===== config.mk =====
export PLATFORM = sky130hd
export DESIGN_NAME = alu_arbiter
export DESIGN_NICKNAME = d
export VERILOG_FILES = /design/src/rtl/alu_arbiter.sv
export SDC_FILE = /design/constraint.sdc
export NUM_CORES = 1
export LEC_CHECK = 0
export CAP_MARGIN = 5
export CORE_MARGIN = 4
export CORE_UTILIZATION = 44
export CTS_CLUSTER_SIZE = 25
export DETAILED_ROUTE_END_ITERATION = 8
export PLACE_DENSITY = 0.95
export SKIP_LAST_GASP = 1
export SYNTH_ARGS = -nofsm -noshare
export SYNTH_HDL_FRONTEND = slang
export SYNTH_SLANG_ARGS = --single-unit

===== constraint.sdc =====
create_clock -name clk -period 4.5 [get_ports clk]
set_input_delay 0.9 -clock clk [delete_from_list [all_inputs] [get_ports clk]]
set_output_delay 0.9 -clock clk [all_outputs]
set_load 0.02 [all_outputs]

===== src/rtl/alu_arbiter.sv =====
// Round-robin arbiter sharing one combinational ALU between two clients.
// Accept -> execute (one cycle) -> hold response until the client takes it.
module alu_arbiter #(
  parameter int WIDTH  = 5,
  parameter int OP_W   = 3,
  parameter int FLAG_W = 4
) (
  input  logic                clk,
  input  logic                reset,
  input  logic [1:0]          req_valid,
  output logic [1:0]          req_ready,
  input  logic [2*WIDTH-1:0]  req_a,
  input  logic [2*WIDTH-1:0]  req_b,
  input  logic [2*OP_W-1:0]   req_op,
  output logic [1:0]          rsp_valid,
  input  logic [1:0]          rsp_ready,
  output logic [WIDTH-1:0]    rsp_result,
  output logic [FLAG_W-1:0]   rsp_flags,
  output logic                rsp_err,
  output logic [WIDTH-1:0]    alu_a,
  output logic [WIDTH-1:0]    alu_b,
  output logic [OP_W-1:0]     alu_ctrl,
  input  logic [WIDTH-1:0]    alu_result,
  input  logic [FLAG_W-1:0]   alu_flags
);

  typedef enum logic [1:0] {
    IDLE = 2'd0,
    EXEC = 2'd1,
    RESP = 2'd2
  } state_t;

  state_t              state_q, state_d;
  logic                last_q, last_d;
  logic                gnt_q, gnt_d;
  logic [WIDTH-1:0]    a_q, a_d;
  logic [WIDTH-1:0]    b_q, b_d;
  logic [OP_W-1:0]     op_q, op_d;
  logic [WIDTH-1:0]    res_q, res_d;
  logic [FLAG_W-1:0]   flg_q, flg_d;
  logic                err_q, err_d;

  logic                any_req;
  logic                pick;
  logic [WIDTH-1:0]    sel_a;
  logic [WIDTH-1:0]    sel_b;
  logic [OP_W-1:0]     sel_op;
  logic                sel_legal;

  // Ops the shared ALU implements; anything else is answered with an error.
  function automatic logic op_legal(input logic [OP_W-1:0] op);
    return (op == OP_W'(0)) || (op == OP_W'(2)) ||
           (op == OP_W'(3)) || (op == OP_W'(4)) ||
           (op == OP_W'(7));
  endfunction

  // Grant pick: a lone requester wins, a tie goes to the one not served last.
  always_comb begin
    pick = last_q;
    unique case (req_valid)
      2'b01:   pick = 1'b0;
      2'b10:   pick = 1'b1;
      2'b11:   pick = ~last_q;
      default: pick = last_q;
    endcase
  end

  assign any_req = |req_valid;

  // Operand mux for the picked requester.
  always_comb begin
    sel_a  = req_a[WIDTH-1:0];
    sel_b  = req_b[WIDTH-1:0];
    sel_op = req_op[OP_W-1:0];
    if (pick) begin
      sel_a  = req_a[2*WIDTH-1:WIDTH];
      sel_b  = req_b[2*WIDTH-1:WIDTH];
      sel_op = req_op[2*OP_W-1:OP_W];
    end
  end

  assign sel_legal = op_legal(sel_op);

  // Next-state and datapath latches for the accept/exec/resp sequence.
  always_comb begin
    state_d = state_q;
    last_d  = last_q;
    gnt_d   = gnt_q;
    a_d     = a_q;
    b_d     = b_q;
    op_d    = op_q;
    res_d   = res_q;
    flg_d   = flg_q;
    err_d   = err_q;
    unique case (state_q)
      IDLE: begin
        if (any_req) begin
          gnt_d  = pick;
          last_d = pick;
          a_d    = sel_a;
          b_d    = sel_b;
          op_d   = sel_op;
          if (sel_legal) begin
            state_d = EXEC;
          end else begin
            state_d = RESP;
            err_d   = 1'b1;
            res_d   = '0;
            flg_d   = '0;
          end
        end
      end
      EXEC: begin
        res_d   = alu_result;
        flg_d   = alu_flags;
        err_d   = 1'b0;
        state_d = RESP;
      end
      RESP: begin
        if (rsp_ready[gnt_q]) begin
          state_d = IDLE;
        end
      end
      default: state_d = IDLE;
    endcase
  end

  // State register; reset discards any in-flight or pending response.
  always_ff @(posedge clk or posedge reset) begin
    if (reset) begin
      state_q <= IDLE;
      last_q  <= 1'b1;
      gnt_q   <= 1'b0;
      a_q     <= '0;
      b_q     <= '0;
      op_q    <= '0;
      res_q   <= '0;
      flg_q   <= '0;
      err_q   <= 1'b0;
    end else begin
      state_q <= state_d;
      last_q  <= last_d;
      gnt_q   <= gnt_d;
      a_q     <= a_d;
      b_q     <= b_d;
      op_q    <= op_d;
      res_q   <= res_d;
      flg_q   <= flg_d;
      err_q   <= err_d;
    end
  end

  // Handshake outputs decoded from the registered state.
  always_comb begin
    req_ready = 2'b00;
    rsp_valid = 2'b00;
    if (state_q == IDLE && !reset) begin
      req_ready = (pick ? 2'b10 : 2'b01) & req_valid;
    end
    if (state_q == RESP) begin
      rsp_valid = gnt_q ? 2'b10 : 2'b01;
    end
  end

  // The ALU only sees operands during the execute cycle.
  always_comb begin
    alu_a    = '0;
    alu_b    = '0;
    alu_ctrl = '0;
    if (state_q == EXEC) begin
      alu_a    = a_q;
      alu_b    = b_q;
      alu_ctrl = op_q;
    end
  end

  assign rsp_result = res_q;
  assign rsp_flags  = flg_q;
  assign rsp_err    = err_q;

endmodule


## Word-level counts from Yosys, hierarchy flattened

Cells that the tools add are included.

| storage, ports and cells | value |
|---|---|
| input bits | 41 |
| flip-flop bits (word level) | 27 |

| cells by class | value |
|---|---|
| reduce and logical (&&, ||, !) cells | 13 |
| mux-type cells | 26 |
| equality and inequality tests | 12 |
| bitwise operators | 2 |
| magnitude comparators | 1 |

Operator list:

| cell | count |
|---|---|
| 2-to-1 mux 5 bit | 6 |
| 2-to-1 mux 2 bit | 7 |
| one-hot mux 5 bit (2 select lines) | 1 |
| 2-to-1 mux 4 bit | 2 |
| one-hot mux 4 bit (2 select lines) | 1 |
| equality test 2 bit (second input constant) | 3 |
| equality test 3 x 2 -> 1 bit (second input constant) | 2 |
| equality test 3 bit (second input constant) | 2 |
| 2-to-1 mux 3 bit | 2 |
| != test 2 bit (second input constant) | 3 |
| one-hot mux 2 bit (3 select lines) | 1 |
| equality test 2 x 1 -> 1 bit (second input constant) | 2 |
| logical OR 1 bit | 4 |
| 2-to-1 mux 1 bit | 4 |
| AND reduction 2 bit | 2 |
| logical NOT 3 bit | 1 |
| one-hot mux 1 bit (3 select lines) | 1 |
| AND reduction 3 bit | 1 |
| AND 2 bit | 1 |
| logical NOT 2 bit | 1 |
| less-than comparator 1 x 2 -> 1 bit (second input constant) | 1 |
| one-hot mux 1 bit (2 select lines) | 1 |
| nonzero test 2 bit | 1 |
| OR reduction 2 bit | 1 |
| other kinds (3) | 3 |

## Longest topological paths before layout

Gate-level depths: netlist of run 1.

| logic depth | value |
|---|---|
| depth after elaboration | 11 |
| gate-level depth with buffers | 5 |

## Least setup slack after synthesis of run 1

No wires, ideal clock.

| timing | value |
|---|---|
| kind | input to output |
| from | in reset |
| to | out req_ready[0] |
| arrival | 1317 ps |
| path slack | 2283 ps |
| data required time | 3600 ps |
| stages | 2 |
| path buffers | 0 |
| cells stage by stage | nor3_1 -> and3_1 |

| on the way | value |
|---|---|
| word-level cells in the longest chain between the ends | 3 |

Ends and longest elaborated chain:

| what | line | RTL |
|---|---|---|
| from (decl) | 9 | `input logic reset,` |
| logical NOT 1 bit | 157 | `if (state_q == IDLE && !reset) begin` |
| logical AND 1 bit | 157 |  |
| 2-to-1 mux 2 bit | 157 |  |
| to (decl) | 11 | `output logic [1:0] req_ready,` |

No other way between the ends.

## Worst setup path after layout of run 1

| timing | value |
|---|---|
| from | reg state_q[0] |
| to | out alu_a[0] |

| on the way | value |
|---|---|
| word-level cells in the longest chain between the ends | 2 |

Ends and longest elaborated chain:

| what | line | RTL |
|---|---|---|
| from (decl) | 33 | `state_t state_q, state_d;` |
| from (signal assigned) | 141 | `state_q <= state_d;` |
| equality test 2 x 1 -> 1 bit | 170 | `if (state_q == EXEC) begin` |
| 2-to-1 mux 5 bit | 170 |  |
| to (decl) | 20 | `output logic [WIDTH-1:0] alu_a,` |

No other way between the ends.

==> flow_summary.json, run 1 <==
{
  "status": "finished clean",
  "synthAdderAreaFrac": 0,
  "grt_start_max_net_pins": 32,
  "synth_largest_area_cell": "dfrtp_1",
  "hold_viol_final": 0,
  "port_buffers": 67,
  "dieArea_um2": 4220,
  "cts_tree": "built",
  "die_w_um": 64.9,
  "rsz0062_at_grt": "no",
  "cts-resized-gates": 0,
  "grt_pass1_vias": 1242,
  "ys_seq_area_frac": 0.475,
  "yosysWarnings": 0,
  "fin_crit_ns": 3.50,
  "min_path_type": "reg -> reg",
  "cp-startpoint": "state_q[0]",
  "die_h_um": 64.9,
  "ant_nets": 0,
  "yosysUniqueCellTypes": 26,
  "io_pins": 68,
  "synth-simple-area-share": 0.199,
  "cts_buffers": 3,
  "cp-start-kind": "register",
  "power.leakage_nw": 0.911,
  "maxSlewHeadroom": 0.312,
  "synth_compound_area_frac": 0.161,
  "grt_first_pass_wirelength_mm": 5.77,
  "overflow": 0,
  "hpwl_mm": 2.62,
  "critPathSlowestCell": "dfrtp_1",
  "r2r_slack_ns": 2.69,
  "drt-total-wl_mm": 3.47,
  "drt_iter0_markers": 117,
  "drt-wirelength-per-cell_um": 13.7,
  "power_frac_seq": 0.372,
  "timing.rr.start": "last_q",
  "drt_pass1_iterations": 4,
  "worstSetupPathType": "reg -> out",
  "cts_setup_buffers": 0,
  "ys_top_cells_by_area": "dfrtp_1, mux2i_1, o21ai_0, and2_1, a22oi_1",
  "drv_slew": 0,
  "initial_core_util": 0.463,
  "antenna_found_initial": 0,
  "switchingPower_mw": 0.511,
  "cts_buffer_depth": 2,
  "cts-root-buf": "clkbuf_4",
  "clock_latency_ns": 0.33,
  "dp_slack_ns": 1.28,
  "fmax_ghz": 0.286,
  "combPwrFrac": 0.542,
  "r2r-end": "state_q[1]",
  "worst_pin_slew_ns": 1.03,
  "syn_nets": 188,
  "clockPowerShare": 0.086,
  "swShare": 0.410,
  "period_share": 0.778,
  "irDropWorstVdd_mv": 0.303,
  "ys_seq_elements": 27,
  "syn-cell-area_um2": 1430,
  "clk_pin_slew_ns": 0.14,
  "crit_required_ns": 3.60,
  "crit_fanout": 16,
  "setup_violations": 0,
  "num_vias": 1265,
  "p_int_mw": 0.734,
  "drive_gt1_frac": 0.0476,
  "route.detailed.drc": 0,
  "r2r_cells": 3,
  "synth_top_family_by_area": "simple AND/OR/NAND/NOR gates",
  "critPathCaptureType": "output port",
  "critical_path.max_stage_delay_ns": 0.63,
  "netlist_instances": 147,
  "cts_hold_buf": 0,
  "muxShareOfSynthArea": 0.123,
  "drv_cap": 0,
  "htreeDepth": 1,
  "clkSinkCount": 27,
  "synth_xor_area_frac": 0,
  "skew_ns": 0.00951,
  "tns_ns": 0,
  "avgSynthCellArea_um2": 9.70,
  "path_cells": "nor2b_1 -> buf_4 -> and2_1 -> clkdlybuf4s50_1",
  "core_um2": 3080,
  "vias_per_cell": 4.98,
  "crit_arrival_ns": 2.60,
  "area_growth_pct": 50.1,
  "num_rows": 20,
  "synth_top_area_frac": 0.456,
  "grt_use_total": 0.175,
  "power_density_nw_per_um2": 582,
  "crit_end": "alu_a[0]",
  "antenna_cells": 0,
  "place.gp.congestion": 0.708,
  "final_nets": 252,
  "setup_ws_ns": 0.998
}
[layout by cell type (no fill, tap or decap)]
cell,netlist,layout
a22oi_1,9,9
nand2b_1,10,10
nor2b_1,1,1
clkinvlp_4,0,1
o21ai_4,1,1
clkdlybuf4s50_1,0,67
dfrtp_1,26,26
o21a_1,1,1
nor3_1,2,2
clkbuf_4,0,3
a21oi_1,1,1
dfstp_2,1,1
nor3b_1,1,1
nand2_2,1,1
mux2_4,1,1
and2_1,13,13
a211o_1,1,1
mux2i_1,16,16
buf_4,0,1
o21ai_1,8,8
and3_1,2,2
o21ai_0,17,16
o21ai_2,0,1
inv_1,2,2
nor2_1,4,4
nand2_1,18,18
or2_1,1,1
and3b_1,1,1
[kinds of logic (layout without fill, tap and decap cells)]
group,Yosys count,in the layout
multiplexers,17,17
flip-flops,27,27
AND/OR/NAND/NOR,54,54
AO/OA/AOI/OAI,38,38
buffers and inverters,11,74
[state kept, by name, summed over array words and instances (netlist names)]
signal      cells
rsp_flags       4
rsp_result      5
op_q            3
last_q          1
b_q             5
state_q         2
a_q             5
rsp_err         1
gnt_q           1
[through the flow]
step / util / cell area (um2) / hold slack, ns / std cells / total power, mW
2_1_floorplan: - / 1430 / 0.442 / 147 / 0.891
3_3_place_gp: 0.686 / 2110 / 0.452 / 250 / 1.13
3_5_place_dp: 0.686 / 2110 / 0.462 / 250 / 1.16
4_1_cts: 0.696 / 2140 / 0.495 / 254 / 1.26
5_1_grt: 0.696 / 2140 / 0.506 / 254 / 1.34
6_report: 0.696 / 2140 / 0.487 / 254 / 1.25
[worst min-delay path by stage]
stage / startpoint / to / slack, ns / cells after the start
after floorplan: a_q[0] / a_q[0] / 0.44 / 2
after global placement: b_q[4] / b_q[4] / 0.45 / 2
after detailed placement: op_q[0] / op_q[0] / 0.46 / 2
after CTS: b_q[4] / b_q[4] / 0.49 / 2
after global routing: op_q[0] / op_q[0] / 0.51 / 2
final: b_q[4] / b_q[4] / 0.49 / 2
[synth_stat cells, drive strengths merged]
library cell,instances
inv,2
and3,2
and2,13
or2,1
dfstp,1
nor2,4
nor2b,1
clkbuf,4
mux2,1
o21a,1
dfrtp,26
nand2b,10
a21oi,1
o21ai,26
a211o,1
a22oi,9
and3b,1
mux2i,16
nand2,19
nor3b,1
buf,5
nor3,2
[final cells by class]
class                   instances  area (um2)
clock buffers                   3        22.5
clock inverters                 1        7.51
fillers                       260         937
inverters                       2        7.51
multi-input cells             109         693
flip-flops and latches         27         677
well taps                      44        55.1
repair buffers                 68         678
[power by group through the flow]
stage	sequential, mW	clock, mW	combinational (mW)
6_report	0.463	0.107	0.675
5_1_grt	0.481	0.119	0.745
3_5_place_dp	0.470	0	0.685
2_1_floorplan	0.498	0	0.393
4_1_cts	0.464	0.113	0.686
3_3_place_gp	0.459	0	0.669
[per-layer routing]
metal  up-vias  global-route usage  wire (um)
li1        631                   -          -
met3         2              0.0416        341
met5         -                   0          0
met1       576               0.231       1570
met4         0              0.0554         20
met2        56               0.281       1540
[critical path: cells and delay by family (launching register included)]
kind	cells	cell delay, ns
buffers and inverters	2	0.91
flip-flops	1	0.63
AND/OR/NAND/NOR	2	0.74
No activity file was read; power rests on OpenSTA's default activity.
==> run 2, diff against run 1 <==
--- a/config.mk
+++ b/config.mk
@@ -7,10 +7,10 @@
 export LEC_CHECK = 0
 export CAP_MARGIN = 5
 export CORE_MARGIN = 4
-export CORE_UTILIZATION = 44
+export CORE_UTILIZATION = 37
 export CTS_CLUSTER_SIZE = 25
 export DETAILED_ROUTE_END_ITERATION = 8
-export PLACE_DENSITY = 0.95
+export PLACE_DENSITY = 0.88
 export SKIP_LAST_GASP = 1
 export SYNTH_ARGS = -nofsm -noshare
 export SYNTH_HDL_FRONTEND = slang
==> constraint.sdc (replaced) <==
create_clock -name clk -period 3 [get_ports clk]
set_input_delay 0.6 -clock clk [delete_from_list [all_inputs] [get_ports clk]]
set_output_delay 0.6 -clock clk [all_outputs]
set_load 0.02 [all_outputs]
==> flow_summary.json, run 2 (same netlist as run 1, synthesis figures left out) <==
{
  "maxSlewHeadroom": 0.626,
  "irDropWorstVdd_mv": 0.428,
  "fmax_ghz": 0.378,
  "drive_gt1_frac": 0.0654,
  "tns_ns": 0,
  "initial_core_util": 0.387,
  "cts_setup_buffers": 0,
  "place.gp.congestion": 0.760,
  "drv_cap": 0,
  "min_path_type": "reg -> reg",
  "dieArea_um2": 4910,
  "worstSetupPathType": "reg -> out",
  "dp_slack_ns": 0.384,
  "crit_required_ns": 2.40,
  "grt.busiest_layer": "met2",
  "period_share": 0.883,
  "final_common_cell": "clkdlybuf4s50_1",
  "power.leakage_nw": 0.940,
  "die_w_um": 70.1,
  "port_buffers": 67,
  "r2r_slack_ns": 1.45,
  "io_pins": 68,
  "drt_pass1_iterations": 4,
  "timing.rr.start": "last_q",
  "cp-start-kind": "register",
  "drv_slew": 0,
  "worst_pin_slew_ns": 0.559,
  "grt_pass1_vias": 1277,
  "grtUsageMet2": 0.267,
  "layout_common_cells": "clkdlybuf4s50_1, dfrtp_1, nand2_1",
  "area_growth_pct": 53.8,
  "hpwl_mm": 2.65,
  "num_rows": 22,
  "fin_crit_ns": 2.65,
  "drt-total-wl_mm": 3.48,
  "core_um2": 3690,
  "cts-root-buf": "clkbuf_8",
  "antenna_cells": 0,
  "cts_hold_buf": 0,
  "crit_end": "alu_a[3]",
  "rsz0062_at_grt": "no",
  "grt_use_total": 0.143,
  "grt_first_pass_wirelength_mm": 5.80,
  "drt_iter0_markers": 74,
  "r2r_cells": 4,
  "num_vias": 1281,
  "cts_buffer_depth": 2,
  "r2r-end": "state_q[1]",
  "setup_ws_ns": 0.352,
  "cts_buffers": 3,
  "clk_pin_slew_ns": 0.09,
  "antenna_found_initial": 0,
  "clkSinkCount": 27,
  "ant_nets": 0,
  "crit_arrival_ns": 2.05,
  "route.detailed.drc": 0,
  "htreeDepth": 1,
  "status": "finished clean",
  "holdCritStartpoint": "a_q[2]",
  "cp-startpoint": "state_q[1]",
  "final_nets": 256,
  "cts-resized-gates": 0,
  "clock_latency_ns": 0.27,
  "overflow": 0,
  "die_h_um": 70.1,
  "critPathCaptureType": "output port",
  "cts_tree": "built",
  "met3_usage": 0.0446,
  "crit_fanout": 16,
  "skew_ns": 0.00509,
  "hold_viol_final": 0,
  "vias_per_cell": 4.89,
  "grt_start_max_net_pins": 32,
  "power_density_nw_per_um2": 883,
  "met1_usage": 0.160,
  "drt-wirelength-per-cell_um": 13.3,
  "setup_violations": 0
}
==> run 2: cell types whose count changed in the layout (fill, tap and decap cells not counted) <==
cell        before  now
clkbuf_8         0    3
buf_4            1    5
clkbuf_1         0    1
clkbuf_4         3    0
nor2b_1          1    0
clkinvlp_4       1    0
nor2b_2          0    1
==> run 2: worst max-delay path: stages, from the launching register on <==
cell             delay, ns
dfrtp_1               0.47
nor2b_2               0.49
and2_1                0.21
clkdlybuf4s50_1       0.61
==> run 2: metrics by stage <==
| step | util | hold WS [ns] | total power [mW] | cell area, um2 | cells |
|---|---|---|---|---|---|
| final | 0.595 | 0.474 | 1.94 | 2190 | 262 |
| after global routing | 0.595 | 0.506 | 2.09 | 2190 | 262 |
| after CTS | 0.595 | 0.483 | 1.97 | 2190 | 262 |
| after detailed placement | 0.582 | 0.462 | 1.76 | 2150 | 258 |
| after global placement | 0.582 | 0.453 | 1.72 | 2150 | 258 |
| after floorplan | - | 0.442 | 1.34 | 1430 | 147 |
==> run 2: metal layers <==
metal	vias to the layer above	part of all wire
met1	597	0.40
li1	636	-
met3	2	0.082
met5	-	0
met2	46	0.51
met4	0	0.0055
==> run 2: how the worst min path moves through the flow <==
stage                   to  slack, ns  cells past startpoint
floorplan           a_q[0]       0.44                      2
global placement    a_q[0]       0.45                      2
detailed placement  a_q[2]       0.46                      2
CTS                 a_q[2]       0.48                      2
global route        b_q[0]       0.51                      2
finish              a_q[2]       0.47                      2
==> run 2: final cells by class <==
cell class              instances  area, um2
fillers                       349       1500
repair buffers                 72        708
multi-input cells             109        696
flip-flops and latches         27        677
well taps                      48       60.1
clock buffers                   4       45.0
inverters                       2       7.51
==> run 2: report_power, final <==
| part | internal, mW | switching [mW] | leakage (nW) | total, mW |
|---|---|---|---|---|
| clock network | 0.0950 | 0.108 | 0.0228 | 0.203 |
| registers | 0.554 | 0.119 | 0.328 | 0.673 |
| logic | 0.521 | 0.539 | 0.589 | 1.06 |
==> edit (flow settings as in run 1) <==
Set the parameter `OP_W` to 6 (it was 3).
--- a/src/rtl/alu_arbiter.sv
+++ b/src/rtl/alu_arbiter.sv
@@ -2,7 +2,7 @@
 // Accept -> execute (one cycle) -> hold response until the client takes it.
 module alu_arbiter #(
   parameter int WIDTH  = 5,
-  parameter int OP_W   = 3,
+  parameter int OP_W   = 6,
   parameter int FLAG_W = 4
 ) (
   input  logic                clk,
Ports: changed (resized alu_ctrl and req_op); port bits go from 68 to 77. The function was not compared with the original's and may differ.
==> edit against run 1 <==
  * Design area increased by 14%
  * Clock power increased by 42%
  * Worst setup slack improved by 0.27 ns
  * Sequential cell count increased by 3
  * Routed wire length increased by 13%
  * Global-route usage increased by 0.92 points
  * Core utilization increased by 2.0 points
  * Critical path type unchanged
  * Final cell count increased by 14%
  * Highest routed layer unchanged
  * Critical path depth unchanged
  * Clock skew increased by 0.0011 ns
  * Total power decreased by 20%
  * Area after synthesis increased by 11%
==> edit: results (changes against run 1) <==
- Cell count of the worst reg-to-reg path: 5 (was 3)
- Number of port buffers: 76 (was 67)
- Proportion of power drawn by flip-flops and latches: 42.6% (was 37.2%)
- Worst-case setup slack after placement: 1.28 ns (about the same)
- Worst-Skew Late Latency: 0.33 ns (about the same)
- Max FO, Critical Path: 19 (was 16)
- Cell types occupying the most area after synthesis: sky130_fd_sc_hd__dfrtp_1 (46%), sky130_fd_sc_hd__mux2i_1 (11%), sky130_fd_sc_hd__and2_1 (6.7%), sky130_fd_sc_hd__o21ai_0 (5.7%), sky130_fd_sc_hd__nand2_1 (5.0%) (was sky130_fd_sc_hd__dfrtp_1 (46%), sky130_fd_sc_hd__mux2i_1 (11%), sky130_fd_sc_hd__o21ai_0 (6.0%), sky130_fd_sc_hd__and2_1 (5.7%), sky130_fd_sc_hd__a22oi_1 (4.7%))
- Data arrival time at the worst-slack endpoint: 2.34 ns (was 2.60 ns)
- Proportion of layout cells with a drive suffix above 1: 6.97% (was 4.76%)
- Half-perimeter wire length of the detailed placement result: 2960 µm (was 2620 µm)
- Largest vdd supply drop: 0.000224 V (was 0.000303 V)
- Clock Skews: 0.0107 ns (was 0.00951 ns)
- CP peak stage delay: 0.60 ns (was 0.63 ns)
- Share of synthesized cell area in full adder, half adder and majority cells: 0% (unchanged)
- Number of standard cells after synthesis: 167 (was 147)
- RD Place Congestion: 0.726 (was 0.708)
- Post-detailed-route via-to-cell ratio: 4.98 (about the same)
- Final Net Count: 290 (was 252)
- R2R Setup Slk: 2.63 ns (was 2.69 ns)
- Period Utilization, post-route: 71.9% (was 77.8%)
- Maximum number of pins on one net before global-route repair: 38 (was 32)
- Combinational power share: 42.2% (was 54.2%)
- Static Leak: 1.02 nW (was 0.911 nW)
- Final Routed Wirelength: 3940 µm (was 3470 µm)
- Number of global-route vias before repair: 1413 (was 1242)
- Clock transition at the register clock pins on the worst setup and hold paths after CTS: 0.09 ns (was 0.14 ns)
- Final hold slack: 0.474 ns (was 0.487 ns)
- Slew margin rel.: 56.4% (was 31.2%)
- H-Tree Level Count: 2 (was 1)
- Compound-Gate Fraction of Synth Area: 16.0% (was 16.1%)
- Most frequent cells after synthesis: sky130_fd_sc_hd__dfrtp_1 (29), sky130_fd_sc_hd__nand2_1 (21), sky130_fd_sc_hd__o21ai_0 (18) (was sky130_fd_sc_hd__dfrtp_1 (26), sky130_fd_sc_hd__nand2_1 (18), sky130_fd_sc_hd__o21ai_0 (17))
- Placed Cells incl. Taps: 281 (was 250)
- Min-Delay Startpoint: b_q[0]$_DFFE_PP0P_ (was b_q[4]$_DFFE_PP0P_)
- Total global-route track usage: 18.4% (was 17.5%)
- Share of cell area taken by muxes after synthesis: 11.7% (was 12.3%)
- Mean routed wirelength per cell: 13.6 µm (was 13.7 µm)
- Status: finished, final reports clean (unchanged)
- End point of the worst hold path: b_q[0]$_DFFE_PP0P_ (was b_q[4]$_DFFE_PP0P_)
- Setup crit end: alu_a[3] (was alu_a[0])
[edit: changes by cell type in the layout (fill, tap and decap cells not counted), moves of 2 or more]
cell	change
sky130_fd_sc_hd__clkdlybuf4s50_1	+9
sky130_fd_sc_hd__and2_1	+4
sky130_fd_sc_hd__dfrtp_1	+3
sky130_fd_sc_hd__nand2_1	+3
sky130_fd_sc_hd__buf_4	+2
sky130_fd_sc_hd__clkbuf_4	+2
sky130_fd_sc_hd__clkinv_2	+2
sky130_fd_sc_hd__nand2b_1	+2
sky130_fd_sc_hd__nor2_1	-2
sky130_fd_sc_hd__nor3_1	+2
sky130_fd_sc_hd__o211ai_1	+2
sky130_fd_sc_hd__o21ai_0	+2
[edit: tightest hold or removal path: stages, from the launching register on]
cell	delay [ns]
sky130_fd_sc_hd__dfrtp_1	0.34
sky130_fd_sc_hd__nand2_1	0.04
sky130_fd_sc_hd__o21ai_0	0.06
[edit: stage by stage]
step	power (mW)	instance area [µm²]
floorplan	0.698	1580
global placement	0.837	2380
detailed placement	0.853	2380
CTS	1.00	2430
global route	1.08	2440
finish	0.994	2440
[edit: kinds of logic (layout without fill, tap and decap cells)]
logic type	count (synthesis)	count (layout)
compound gates	43	43
flops	30	30
simple gates	62	62
mux	18	18
buf+inv	14	91
[edit: final cells by class]
type,count,area [µm²]
inverters,3,11.3
multi-input cells,123,774
fillers,273,971
clock buffers,6,41.3
clock inverters,2,10.0
flip-flops and latches,30,752
repair buffers,80,798
well taps,46,57.6
[edit: routing by layer]
metal  GRT usage, %  share of wire, %  vias up
met5              0                 0        -
met4           5.96               1.3        0
met3           6.08               7.7        8
met2           33.8                51       50
met1           19.6                40      653
li1               -                 -      734
